File: config.mk
export PLATFORM = sky130hd
export DESIGN_NAME = mdc_delay_commutator
export DESIGN_NICKNAME = d
export VERILOG_FILES = /design/src/rtl/mdc_delay_commutator_pkg.sv /design/src/rtl/mdc_delay_line.sv /design/src/rtl/mdc_delay_commutator.sv
export SDC_FILE = /design/constraint.sdc
export NUM_CORES = 1
export LEC_CHECK = 0
export BUFFER_PORTS_ARGS = -buffer_cell sky130_fd_sc_hd__buf_2
export CAP_MARGIN = 20
export CELL_PAD_IN_SITES_DETAIL_PLACEMENT = 1
export CELL_PAD_IN_SITES_GLOBAL_PLACEMENT = 2
export CORE_MARGIN = 2
export CORE_UTILIZATION = 45
export CTS_CLUSTER_SIZE = 25
export DETAILED_ROUTE_END_ITERATION = 10
export GPL_TIMING_DRIVEN = 0
export PLACE_DENSITY = 0.78
export SKIP_CTS_REPAIR_TIMING = 1
export SYNTH_ARGS = -nofsm -noshare
export SYNTH_HDL_FRONTEND = slang
export SYNTH_HIERARCHICAL = 1
export SYNTH_SLANG_ARGS = --single-unit
File: constraint.sdc
create_clock -name clk -period 5.45 [get_ports clk]
set_input_delay 0.2725 -clock clk [delete_from_list [all_inputs] [get_ports clk]]
set_output_delay 0.2725 -clock clk [all_outputs]
set_load 0.02 [all_outputs]
File: src/rtl/mdc_delay_commutator_pkg.sv
// Shared types and constants for the 32-point MDC FFT delay-commutator stages.
package mdc_delay_commutator_pkg;

  localparam int unsigned SAMPLE_W   = 9;
  localparam int unsigned FFT_POINTS = 32;
  localparam int unsigned NUM_STAGES = 5;

  localparam logic MODE_REORDER = 1'b0;
  localparam logic MODE_BYPASS  = 1'b1;

  typedef struct packed {
    logic signed [SAMPLE_W-1:0] re;
    logic signed [SAMPLE_W-1:0] im;
  } cplx_t;

  // Stage 1 delays by 16, halving each stage down to 1 at stage 5.
  function automatic int unsigned stage_depth(input int unsigned stage);
    return FFT_POINTS >> stage;
  endfunction

  // Sample counter spans one 2*DEPTH block; never narrower than one bit.
  function automatic int unsigned cnt_width(input int unsigned depth);
    return (depth <= 1) ? 1 : $clog2(2 * depth);
  endfunction

endpackage

File: src/rtl/mdc_delay_line.sv
// Enabled shift register delaying a complex sample by DEPTH accepted samples.
module mdc_delay_line #(
  parameter int unsigned WIDTH = 9,
  parameter int unsigned DEPTH = 8
) (
  input  logic               clk,
  input  logic               rst,
  input  logic               en,
  input  logic [2*WIDTH-1:0] din,
  output logic [2*WIDTH-1:0] dout
);

  localparam int unsigned DATA_W = 2 * WIDTH;

  logic [DEPTH-1:0][DATA_W-1:0] taps;

  always_ff @(posedge clk or posedge rst) begin
    if (rst) begin
      taps <= '0;
    end else if (en) begin
      taps[0] <= din;
      for (int unsigned i = 1; i < DEPTH; i++) begin
        taps[i] <= taps[i-1];
      end
    end
  end

  assign dout = taps[DEPTH-1];

endmodule

File: src/rtl/mdc_delay_commutator.sv
// Delay-switch-delay reorder unit between two MDC FFT butterfly stages,
// with its own sample counter, fill tracking and a registered bypass path.
module mdc_delay_commutator
  import mdc_delay_commutator_pkg::*;
#(
  parameter int unsigned WIDTH = SAMPLE_W,
  parameter int unsigned DEPTH = 8
) (
  input  logic             clk,
  input  logic             rst,
  input  logic             mode,
  input  logic             in_valid,
  input  logic [WIDTH-1:0] in_up_re,
  input  logic [WIDTH-1:0] in_up_im,
  input  logic [WIDTH-1:0] in_low_re,
  input  logic [WIDTH-1:0] in_low_im,
  output logic             out_valid,
  output logic [WIDTH-1:0] out_up_re,
  output logic [WIDTH-1:0] out_up_im,
  output logic [WIDTH-1:0] out_low_re,
  output logic [WIDTH-1:0] out_low_im
);

  localparam int unsigned CNT_W  = cnt_width(DEPTH);
  localparam int unsigned FILL_W = $clog2(DEPTH + 1);

  typedef struct packed {
    logic [WIDTH-1:0] re;
    logic [WIDTH-1:0] im;
  } sample_t;

  logic             mode_q;
  logic [CNT_W-1:0] cnt_q;
  logic [FILL_W-1:0] fill_q;

  logic              mode_chg_c;
  logic [CNT_W-1:0]  cnt_cur_c;
  logic [FILL_W-1:0] fill_cur_c;
  logic              shift_en_c;
  logic              swap_c;
  sample_t           up_c;
  sample_t           low_c;
  sample_t           pre_out_c;
  sample_t           post_out_c;
  sample_t           p_c;
  sample_t           q_c;

  // A mode change restarts sample numbering on this very edge.
  assign mode_chg_c = (mode != mode_q);
  assign cnt_cur_c  = mode_chg_c ? '0 : cnt_q;
  assign fill_cur_c = mode_chg_c ? '0 : fill_q;
  assign shift_en_c = in_valid && (mode == MODE_REORDER);
  assign swap_c     = cnt_cur_c[CNT_W-1];

  assign up_c  = '{re: in_up_re,  im: in_up_im};
  assign low_c = '{re: in_low_re, im: in_low_im};

  // Path swap between the two delay lines.
  assign p_c = swap_c ? pre_out_c : up_c;
  assign q_c = swap_c ? up_c      : pre_out_c;

  mdc_delay_line #(.WIDTH(WIDTH), .DEPTH(DEPTH)) u_pre_delay (
    .clk  (clk),
    .rst  (rst),
    .en   (shift_en_c),
    .din  (low_c),
    .dout (pre_out_c)
  );

  mdc_delay_line #(.WIDTH(WIDTH), .DEPTH(DEPTH)) u_post_delay (
    .clk  (clk),
    .rst  (rst),
    .en   (shift_en_c),
    .din  (p_c),
    .dout (post_out_c)
  );

  // Counter, fill tracking and output register.
  always_ff @(posedge clk or posedge rst) begin
    if (rst) begin
      mode_q     <= MODE_REORDER;
      cnt_q      <= '0;
      fill_q     <= '0;
      out_valid  <= 1'b0;
      out_up_re  <= '0;
      out_up_im  <= '0;
      out_low_re <= '0;
      out_low_im <= '0;
    end else begin
      mode_q    <= mode;
      out_valid <= 1'b0;
      if (mode == MODE_BYPASS) begin
        cnt_q     <= '0;
        fill_q    <= '0;
        out_valid <= in_valid;
        if (in_valid) begin
          out_up_re  <= in_up_re;
          out_up_im  <= in_up_im;
          out_low_re <= in_low_re;
          out_low_im <= in_low_im;
        end
      end else begin
        cnt_q  <= cnt_cur_c;
        fill_q <= fill_cur_c;
        if (in_valid) begin
          cnt_q     <= cnt_cur_c + CNT_W'(1);
          out_valid <= (fill_cur_c == FILL_W'(DEPTH));
          if (fill_cur_c != FILL_W'(DEPTH)) begin
            fill_q <= fill_cur_c + FILL_W'(1);
          end
          {out_up_re, out_up_im}   <= post_out_c;
          {out_low_re, out_low_im} <= q_c;
        end
      end
    end
  end

endmodule

==> run summary, run 1 <==
R2R Path End: u_post_delay/taps[6]$_DFFE_PP0P_
mapped cell area: 14100 um2
Max-Cap Viols: 0
Static Leakage: 0.00777 uW
initial core utilization: 45.8%
hold crit path type: in2reg
min-delay src: in_low_re[4]
Yosys reg bits: 334
Num CTS Buffers: 37
Die Y-Extent: 181 um
clk sinks: 334
fin crit share: 48.7%
arrival time at the worst endpoint: 3.05 ns
RSZ-0062 raised after global routing: no
Post-Place Cells: 1375
final count of negative-setup-slack endpoints: 0
Post-synth top cells: dfrtp_1 (334), mux2_2 (175), mux2_4 (132)
Hold Path Sink: u_pre_delay/taps[13]$_DFFE_PP0P_
standard-cell rows: 64
count leader, synth: dfrtp_1
Crit Path Max Fanout: 10
DP HPWL: 21200 um
Setup CP Type: in2reg
Final min period: 2.66 ns
top cell type's share of synthesized area: 59.4%
drt drc: 0
clk_skew: 0.0149 ns
Finished Core Util: 53.2%
warnings from Yosys: 6
Placement Setup Slack: 2.78 ns
Unique masters post-synth: 31
Synth area leader: dfrtp_1
Longest Clk Path Bufs: 3
Clock H-tree levels: 2
Max Transition Viols Final: 0
first-pass GRT wire length: 48600 um
FF-to-FF Start: mode_q$_DFF_PP0_
Cell Pwr Density: 499 nW/um2
num ports: 77
startpoint type of the worst setup path: input pin
vias per cell: 5.17
Die W: 181 um
die area: 32700 um2
n_diodes: 0
synthesized area per cell: 15.6 um2
R2R depth: 5
Routed Antenna Nets: 0
Setup WS post-layout: 2.79 ns
hold path cells: 2
Final Hold Fails: 0
TritonCTS clock tree: built
core area: 30700 um2
design area: 16300 um2
CP Data Required Time: 5.84 ns
Synth Instances: 900
pin count of the biggest net entering global routing: 101
GRT Total Usage: 19.0%
status: complete, no violations
initial antenna violation count: 0
main flop type after synthesis: dfrtp_1
EDFF count, synth: 0
worst skew pair latency: 0.52 ns
FF-to-FF setup slack: 3.46 ns
Layout Nets: 1063
layout cells sized above 1: 50.6%
DP Area: 15000 um2
Peak supply drop: 0.225 mV
# fillers: 2958
vias: 7465
IO Port Bufs: 76
sequential fraction of the synthesis area: 59.4%
drt wl/cell: 20.9 um
Clock transition at path regs: 0.06 ns
Async SR Flop Fraction: 100%
fmax: 376 MHz
first drt pass iteration count: 4
Routed WL: 30200 um
worst-margin pin slew: 0.800 ns
syn_nets: 943
vias in the first global route: 8564
Worst Setup End Kind: flip-flop
RePlAce Congestion: 0.742
Slew Limit Headroom: 46.7%
DR iter-0 viols: 301
area delta synth->final: 16.0%
Area contributors post-synth: dfrtp_1 (59%), mux2_4 (14%), mux2_2 (14%)
Root Buffer: clkbuf_16
Remaining Overflow, GRT: 0
final non-filler cell total: 1443
-- state kept, by name, summed over array words and instances (netlist names) --
signal,cells
u_post_delay/taps,126
u_pre_delay/taps,126
u_post_delay/dout,18
u_pre_delay/dout,18
out_low_im,9
out_low_re,9
out_up_im,9
out_up_re,9
cnt_q,4
fill_q,4
mode_q,1
out_valid,1
-- critical path: stages --
cell           delay [ns]
dlygate4sd3_1        0.52
buf_2                0.19
nand2b_1             0.12
clkbuf_1             0.43
clkbuf_1             0.48
inv_1                0.21
buf_6                0.18
buf_6                0.15
buf_6                0.17
mux2_4               0.31
-- cell usage in the layout (no fill, tap or decap), types with 7 or more instances in the layout --
cell / netlist / layout
a21oi_1: 38 / 38
and3_1: 19 / 19
buf_2: 23 / 99
buf_4: 36 / 36
buf_6: 17 / 17
clkbuf_1: 8 / 13
clkbuf_16: 0 / 39
clkbuf_8: 0 / 12
clkinv_2: 0 / 7
dfrtp_1: 334 / 334
mux2_2: 175 / 175
mux2_4: 132 / 132
mux2i_1: 36 / 36
nor2_1: 26 / 26
o21ai_1: 18 / 18
-- per-stage QoR --
stage,hold WS (ns),power [uW],TNS [ns]
2_1_floorplan,0.304,5140,0
3_3_place_gp,0.484,5550,-111.09
3_5_place_dp,0.295,5650,0
4_1_cts,-0.252,8250,0
5_1_grt,0.00170,8580,0
6_report,0.00642,8130,0
-- where the power goes --
group / switching [uW] / leakage, uW / internal (uW)
clock: 983 / 0.000633 / 1560
combinational: 613 / 0.00312 / 1090
sequential: 498 / 0.00402 / 3380
total: 2090 / 0.00777 / 6040
-- logic make-up after synthesis --
family	after synthesis	synth area share, %
muxes	343	30.7
buffers and inverters	93	4.79
xor gates and xnor gates	5	0.365
AOI/OAI and AO/OA	61	2.23
adders and majority gates	3	0.267
and+or+nand+nor	61	2.22
DFF	334	59.4
-- area by class of cell --
type / instances / area [um2] / area share [%]
Buffer: 86 / 647 / 3.97
Multi-Input combinational cell: 473 / 5030 / 30.8
Clock inverter: 10 / 104 / 0.637
Timing Repair Buffer: 81 / 475 / 2.92
Sequential cell: 334 / 8360 / 51.3
Tap cell: 396 / 495 / 3.04
Clock buffer: 56 / 1160 / 7.11
Inverter: 7 / 36.3 / 0.223
-- layer usage --
metal,up-vias,global-route usage (%),part of all wire [%]
li1,3353,-,-
met1,3950,27.4,48
met2,120,30.3,47
met3,42,3.06,3.6
met4,0,4.42,1.8
met5,-,0,0
-- worst max path at each step --
stage	slack [ns]	start	end
floorplan	1.31	rst	u_post_delay/dout[0]$_DFFE_PP0P_
global placement	-0.43	rst	u_pre_delay/taps[32]$_DFFE_PP0P_
detailed placement	2.78	mode	u_pre_delay/taps[110]$_DFFE_PP0P_
CTS	3.32	mode	u_pre_delay/taps[19]$_DFFE_PP0P_
global route	2.55	mode	u_pre_delay/taps[22]$_DFFE_PP0P_
finish	2.79	mode	u_post_delay/taps[21]$_DFFE_PP0P_
(Power assumes the default switching activity.)
==> run 2: changes to the inputs <==
--- a/config.mk
+++ b/config.mk
@@ -5,16 +5,17 @@
 export SDC_FILE = /design/constraint.sdc
 export NUM_CORES = 1
 export LEC_CHECK = 0
+export ABC_AREA = 1
 export BUFFER_PORTS_ARGS = -buffer_cell sky130_fd_sc_hd__buf_2
 export CAP_MARGIN = 20
 export CELL_PAD_IN_SITES_DETAIL_PLACEMENT = 1
 export CELL_PAD_IN_SITES_GLOBAL_PLACEMENT = 2
 export CORE_MARGIN = 2
-export CORE_UTILIZATION = 45
+export CORE_UTILIZATION = 37
 export CTS_CLUSTER_SIZE = 25
 export DETAILED_ROUTE_END_ITERATION = 10
 export GPL_TIMING_DRIVEN = 0
-export PLACE_DENSITY = 0.78
+export PLACE_DENSITY = 0.77
 export SKIP_CTS_REPAIR_TIMING = 1
 export SYNTH_ARGS = -nofsm -noshare
 export SYNTH_HDL_FRONTEND = slang
==> constraint.sdc (replaced) <==
create_clock -name clk -period 2.7 [get_ports clk]
set_input_delay 0.135 -clock clk [delete_from_list [all_inputs] [get_ports clk]]
set_output_delay 0.135 -clock clk [all_outputs]
set_load 0.02 [all_outputs]
==> run 2 against run 1 <==
The run now ends with hold timing left. Die area rose by 19%. Non-clock buffer count rose by 73. Combinational power rose by 5%. Global-route usage rose by 2.2 points. Largest cell class unchanged. Sequential power rose by 66%. Area after synthesis fell by 2.1%. First-iteration DRC count rose by 62%. Synthesized cell count rose by 81%. Via count rose by 41%.
==> run summary, run 2 <==
status: finished with violations
failing checks: hold timing
warnings from Yosys: 6 (unchanged)
Setup WS post-layout: 0.604 ns (-2.19 ns)
final count of negative-setup-slack endpoints: 0 (unchanged)
sequential fraction of the synthesis area: 60.7% (+1.3 points)
most frequent cells in the layout: nand2_1 (1011), dfrtp_1 (334), buf_2 (115), buf_4 (66), inv_1 (52)
vias: 10500 (+41%)
Synth area leader: dfrtp_1
Peak supply drop: 0.443 mV (+97%)
fmax: 477 MHz
Clock H-tree levels: 2 (unchanged)
Yosys reg bits: 334 (unchanged)
Worst Setup End Kind: flip-flop
Setup CP Type: in2reg
GRT Total Usage: 21.2% (+2.2 points)
startpoint type of the worst setup path: input pin
Routed WL: 39700 um (+32%)
area delta synth->final: 20.3%
Final Hold Fails: 1 (+1)
Final min period: 2.10 ns
Max-Cap Viols: 0 (unchanged)
clk_skew: 0.0177 ns (+0.00272 ns)
hold slack: -0.000133 ns (-0.00655 ns)
mapped cell area: 13800 um2 (-2.1%)
hold crit path type: in2reg
DR iter-0 viols: 487 (+62%)
Max Transition Viols Final: 0 (unchanged)
final non-filler cell total: 2285 (+58%)
die area: 38800 um2 (+19%)
syn_nets: 1668 (+77%)
RSZ-0062 raised after global routing: no
Cell Pwr Density: 810 nW/um2 (+62%)
Synth Instances: 1625 (+81%)
first-pass GRT wire length: 62800 um (+29%)
IO Port Bufs: 75 (-1.3%)
Register Area: 8360 um2 (unchanged)
initial antenna violation count: 1 (+1)
first drt pass iteration count: 4 (unchanged)
TritonCTS clock tree: built
worst skew pair latency: 0.55 ns (+0.03 ns)
setup total negative slack: 0 ns (unchanged)
multi-input logic area: 4390 um2 (-13%)
layout cells sized above 1: 14.6% (-36 points)
Num CTS Buffers: 40 (+8.1%)
worst-margin pin slew: 0.664 ns (-0.136 ns)
hold path cells: 3 (+1)
Layout Nets: 1833 (+72%)
EDFF count, synth: 0 (unchanged)
standard-cell rows: 70 (+9.4%)
fin crit share: 77.6%
count leader, synth: nand2_1
Unique masters post-synth: 22 (-29%)
main flop type after synthesis: dfrtp_1
synthesized area per cell: 8.47 um2 (-46%)
num ports: 77 (unchanged)
Die Y-Extent: 197 um (+8.9%)
core area: 36600 um2 (+19%)
FF-to-FF setup slack: 0.68 ns (-2.78 ns)
DP Area: 14900 um2 (-0.64%)
Longest Clk Path Bufs: 3 (unchanged)
arrival time at the worst endpoint: 2.51 ns (-0.54 ns)
drt wl/cell: 17.4 um (-17%)
Routed Antenna Nets: 0 (unchanged)
Async SR Flop Fraction: 100% (unchanged)
Pwr Total: 13400 uW (+65%)
largest registers: u_post_delay/taps x126, u_pre_delay/taps x126
vias in the first global route: 11400 (+33%)
drt drc: 0 (unchanged)
Slew Limit Headroom: 55.7% (+9.1 points)
R2R depth: 10 (+5)
vias per cell: 4.61 (-11%)
Post-Place Cells: 2177 (+58%)
Die W: 197 um (+8.9%)
Area contributors post-synth: dfrtp_1 (61%), nand2_1 (28%), buf_4 (3.6%)
Remaining Overflow, GRT: 0 (unchanged)
clk sinks: 334 (unchanged)
Crit Path Max Fanout: 11 (+1)
RePlAce Congestion: 0.841 (+13%)
Clock transition at path regs: 0.06 ns (about the same)
most common cell after layout, fill and taps aside: nand2_1
CP Data Required Time: 3.12 ns (-2.72 ns)
DP HPWL: 29200 um (+38%)
top cell type's share of synthesized area: 60.7% (+1.3 points)
initial core utilization: 37.6% (-8.2 points)
# fillers: 4380 (+48%)
Placement Setup Slack: 0.593 ns (-2.19 ns)
Static Leakage: 0.00930 uW (+20%)
Root Buffer: clkbuf_16
pin count of the biggest net entering global routing: 41 (-59%)
design area: 16600 um2 (+1.6%)
Post-synth top cells: nand2_1 (1011), dfrtp_1 (334), buf_4 (66)
==> run 2: cell types whose count changed after synthesis, sizes merged, moves of 4 or more <==
cell    previous run  this run
nand3              1        40
o211ai             0        18
inv                6        59
mux2i             36         0
nand2b             4         0
a21oi             38         4
nand2              3      1014
and3              19         0
nor2              26         9
mux2             307         0
o21ai             19        23
buf               78       112
==> run 2: final cells by class <==
| type | count | area share, % |
|---|---|---|
| multi-input cells | 1114 | 26.5 |
| clock buffers | 59 | 7.08 |
| repair buffers | 123 | 5.75 |
| flip-flops and latches | 334 | 50.4 |
| diodes | 1 | 0.0151 |
| well taps | 468 | 3.53 |
| plain buffers | 117 | 4.79 |
| inverters | 60 | 1.43 |
| clock inverters | 9 | 0.461 |
==> run 2: through the flow <==
| step | hold WS [ns] | utilization (%) |
|---|---|---|
| 6_report | -0.000133 | 45.3 |
| 5_1_grt | 0.0190 | 45.2 |
| 3_3_place_gp | 0.366 | 40.3 |
| 4_1_cts | -0.344 | 44.2 |
| 2_1_floorplan | 0.166 | - |
| 3_5_place_dp | 0.234 | 40.8 |
==> run 2: worst paths after layout <==
kind | startpoint | end
worst max-delay path | mode | u_pre_delay/taps[15]$_DFFE_PP0P_
worst min-delay path | in_up_im[2] | out_up_im[2]$_DFFE_PP0P_
worst max register to register | mode_q$_DFF_PP0_ | out_low_re[8]$_DFFE_PP0P_
worst min register to register | u_pre_delay/taps[103]$_DFFE_PP0P_ | u_pre_delay/taps[121]$_DFFE_PP0P_
max in group asynchronous | rst | u_pre_delay/taps[39]$_DFFE_PP0P_
min in group asynchronous | rst | out_low_im[2]$_DFFE_PP0P_
==> run 2: cell families (layout without fill, tap and decap cells) <==
logic type      after synthesis  after routing  share of synthesized area [%]
simple gates               1066           1066                           29.6
flops                       334            334                           60.7
other cells                   0              1                              0
fa+ha+maj                     3              3                          0.273
compound gates               45             45                           1.96
buf+inv                     177            368                           7.43
==> run 2: worst max-delay path, stage by stage <==
cell	delay (ns)
dlygate4sd3_1	0.53
buf_2	0.18
inv_2	0.16
nand2_1	0.07
inv_1	0.08
clkbuf_1	0.49
buf_4	0.31
inv_4	0.08
buf_6	0.14
buf_4	0.19
nand2_1	0.08
nand2_1	0.05
==> run 2: metal layers <==
layer / track usage (%) / wire (um) / vias to the layer above
met5: 0 / 0 / -
met4: 8.41 / 1180 / 0
met3: 3.03 / 1020 / 59
met2: 37.6 / 20500 / 113
met1: 25.9 / 17000 / 5136
li1: - / - / 5219
==> run 2: power breakdown <==
| part | total, uW | internal, uW | switching (uW) |
|---|---|---|---|
| Combinational | 1800 | 731 | 1070 |
| Clock | 5160 | 3090 | 2070 |
| Sequential | 6460 | 5890 | 567 |
==> run 3: changes to the inputs <==
--- a/config.mk
+++ b/config.mk
@@ -11,11 +11,11 @@
 export CELL_PAD_IN_SITES_DETAIL_PLACEMENT = 1
 export CELL_PAD_IN_SITES_GLOBAL_PLACEMENT = 2
 export CORE_MARGIN = 2
-export CORE_UTILIZATION = 37
+export CORE_UTILIZATION = 34
 export CTS_CLUSTER_SIZE = 25
 export DETAILED_ROUTE_END_ITERATION = 10
 export GPL_TIMING_DRIVEN = 0
-export PLACE_DENSITY = 0.77
+export PLACE_DENSITY = 0.75
 export SKIP_CTS_REPAIR_TIMING = 1
 export SYNTH_ARGS = -nofsm -noshare
 export SYNTH_HDL_FRONTEND = slang
==> constraint.sdc (replaced) <==
create_clock -name clk -period 1.87 [get_ports clk]
set_input_delay 0.0935 -clock clk [delete_from_list [all_inputs] [get_ports clk]]
set_output_delay 0.0935 -clock clk [all_outputs]
set_load 0.02 [all_outputs]
==> run 3 against run 2 <==
The flow still finishes with violations (hold timing). Register-to-register slack got worse by 0.48 ns. First-iteration DRC count rose by 5.1%. Clock power is 43% higher. Clock skew is 0.0046 ns lower. Critical endpoint is now u_post_delay/taps[0]$_DFFE_PP0P_.
==> run summary, run 3 (synthesis results as in run 2) <==
fmax: 600 MHz
hold slack: -0.0396 ns (-0.0394 ns)
core area: 39800 um2 (+8.8%)
layout cells sized above 1: 14.5% (-0.055 points)
Die Y-Extent: 205 um (+4.2%)
Crit Path Max Fanout: 10 (-1)
# fillers: 4834 (+10%)
largest registers: u_post_delay/taps x126, u_pre_delay/taps x126
Static Leakage: 0.00930 uW (about the same)
most frequent cells in the layout: nand2_1 (1011), dfrtp_1 (334), buf_2 (115), buf_4 (66), inv_1 (52)
worst-margin pin slew: 0.793 ns (+0.129 ns)
crit-path leading delay family: buffers and inverters
Cell Chain, Critical Path: inv_1 -> nand2_2 -> nand2_4 -> nand2_4 -> clkbuf_1 -> o21ai_0 -> nand2_1 -> nand2_1
IO Port Bufs: 75 (unchanged)
Cell Pwr Density: 1160 nW/um2 (+43%)
Peak supply drop: 0.613 mV (+38%)
Pwr Total: 19300 uW (+44%)
Worst Setup End Kind: flip-flop
Routed WL: 40000 um (+0.81%)
Die W: 205 um (+4.2%)
standard-cell rows: 73 (+4.3%)
status: finished with violations
first drt pass iteration count: 5 (+1)
Max Transition Viols Final: 0 (unchanged)
most common cell after layout, fill and taps aside: nand2_1
first-pass GRT wire length: 62800 um (about the same)
vias in the first global route: 11000 (-3.5%)
vias: 10600 (+1.0%)
pin count of the biggest net entering global routing: 39 (-4.9%)
CP Data Required Time: 2.32 ns (-0.80 ns)
Slew Limit Headroom: 47.1% (-8.6 points)
hold crit path type: in2reg
Final Hold Fails: 2 (+1)
vias per cell: 4.54 (-1.4%)
num ports: 77 (unchanged)
clk sinks: 334 (unchanged)
arrival time at the worst endpoint: 2.11 ns (-0.40 ns)
CP max stage delay: 0.47 ns (-0.06 ns)
RePlAce Congestion: 0.756 (-10%)
DP HPWL: 29700 um (+1.7%)
Max-Cap Viols: 0 (unchanged)
Clock transition at path regs: 0.06 ns (about the same)
Post-Place Cells: 2234 (+2.6%)
Remaining Overflow, GRT: 0 (unchanged)
Num CTS Buffers: 39 (-2.5%)
Layout Nets: 1834 (+0.055%)
Most Crowded Layer GR: met2
TritonCTS clock tree: built
M1 GR Usage: 26.3% (+0.36 points)
met3 Use GR: 3.18% (+0.15 points)
initial antenna violation count: 2 (+1)
M2 GR Usage: 33.3% (-4.3 points)
Root Buffer: clkbuf_16
Final min period: 1.67 ns
Finished Core Util: 41.8% (-3.5 points)
final non-filler cell total: 2342 (+2.5%)
slowest CP cell: clkbuf_1
drt drc: 0 (unchanged)
CP bufs+invs: 2 (-7)
area delta synth->final: 20.8%
failing checks: hold timing
die area: 42100 um2 (+8.6%)
final count of negative-setup-slack endpoints: 0 (unchanged)
Routed Antenna Nets: 0 (unchanged)
drt wl/cell: 17.1 um (-1.6%)
GRT Total Usage: 19.8% (-1.4 points)
Longest Clk Path Bufs: 3 (unchanged)
worst skew pair latency: 0.56 ns (about the same)
Setup CP Type: reg2reg
initial core utilization: 34.6% (-3.0 points)
fin crit share: 89.1%
DR iter-0 viols: 512 (+5.1%)
Clock H-tree levels: 2 (unchanged)
RSZ-0062 raised after global routing: no
startpoint type of the worst setup path: flip-flop
clk_skew: 0.0131 ns (-0.00458 ns)
run 3: cell types whose count changed in the layout (fill, tap and decap cells not counted), sizes merged:
cell	delta
clkinv	-1
bufinv	-1
clkinvlp	-1
dlygate4sd3	+2
inv	+1
run 3: path summary, 6_finish.rpt:
path	startpoint	to	slack (ns)	cells past startpoint
max	mode_q$_DFF_PP0_	u_post_delay/taps[0]$_DFFE_PP0P_	0.20	8
max in group asynchronous	rst	u_pre_delay/taps[4]$_DFFE_PP0P_	0.68	6
min	mode	cnt_q[2]$_DFF_PP0_	-0.04	4
min in group asynchronous	rst	u_pre_delay/dout[11]$_DFFE_PP0P_	0.18	3
min reg2reg	u_pre_delay/taps[76]$_DFFE_PP0P_	u_pre_delay/taps[76]$_DFFE_PP0P_	0.47	2
max reg2reg	mode_q$_DFF_PP0_	u_post_delay/taps[0]$_DFFE_PP0P_	0.20	8
run 3: per-layer routing:
layer  vias to the layer above  part of all wire [%]
met3                        49                   3.0
met2                       122                    48
li1                       5213                     -
met4                         2                   2.1
met5                         -                 0.032
met1                      5249                    46
run 3: area by class of cell:
type                       instances  area [um2]  share of cell area [%]
clock inverter                     7        56.3                   0.339
antenna                            1        2.50                  0.0150
timing repair buffer             125         966                    5.81
multi-input combinational       1114        4390                    26.4
buffer                           117         793                    4.77
sequential                       334        8360                    50.3
tap                              525         657                    3.95
inverter                          60         238                    1.43
clock buffer                      59        1170                    7.05
run 3: where the power goes:
| group | internal (uW) | switching (uW) | leakage [uW] |
|---|---|---|---|
| Clock | 4320 | 3070 | 0.000609 |
| Sequential | 8500 | 789 | 0.00438 |
| Combinational | 1050 | 1530 | 0.00431 |
| Total | 13900 | 5390 | 0.00930 |
run 3: tightest hold or removal path, cell delays in order:
cell     delay [ns]
buf_2          0.15
inv_2          0.09
o21ai_0        0.09
a21oi_1        0.04
run 3: stage by stage:
stage                     instance area [um2]  hold slack [ns]  worst slack [ns]  TNS [ns]
after floorplan                         13800            0.125           -0.0285     -8.22
after global placement                  14800            0.315             -1.19   -409.10
after detailed placement                15000            0.207            -0.309    -51.99
after CTS                               16200           -0.393             0.165         0
final                                   16600          -0.0396             0.203         0
after global routing                    16600         0.000905            0.0121         0
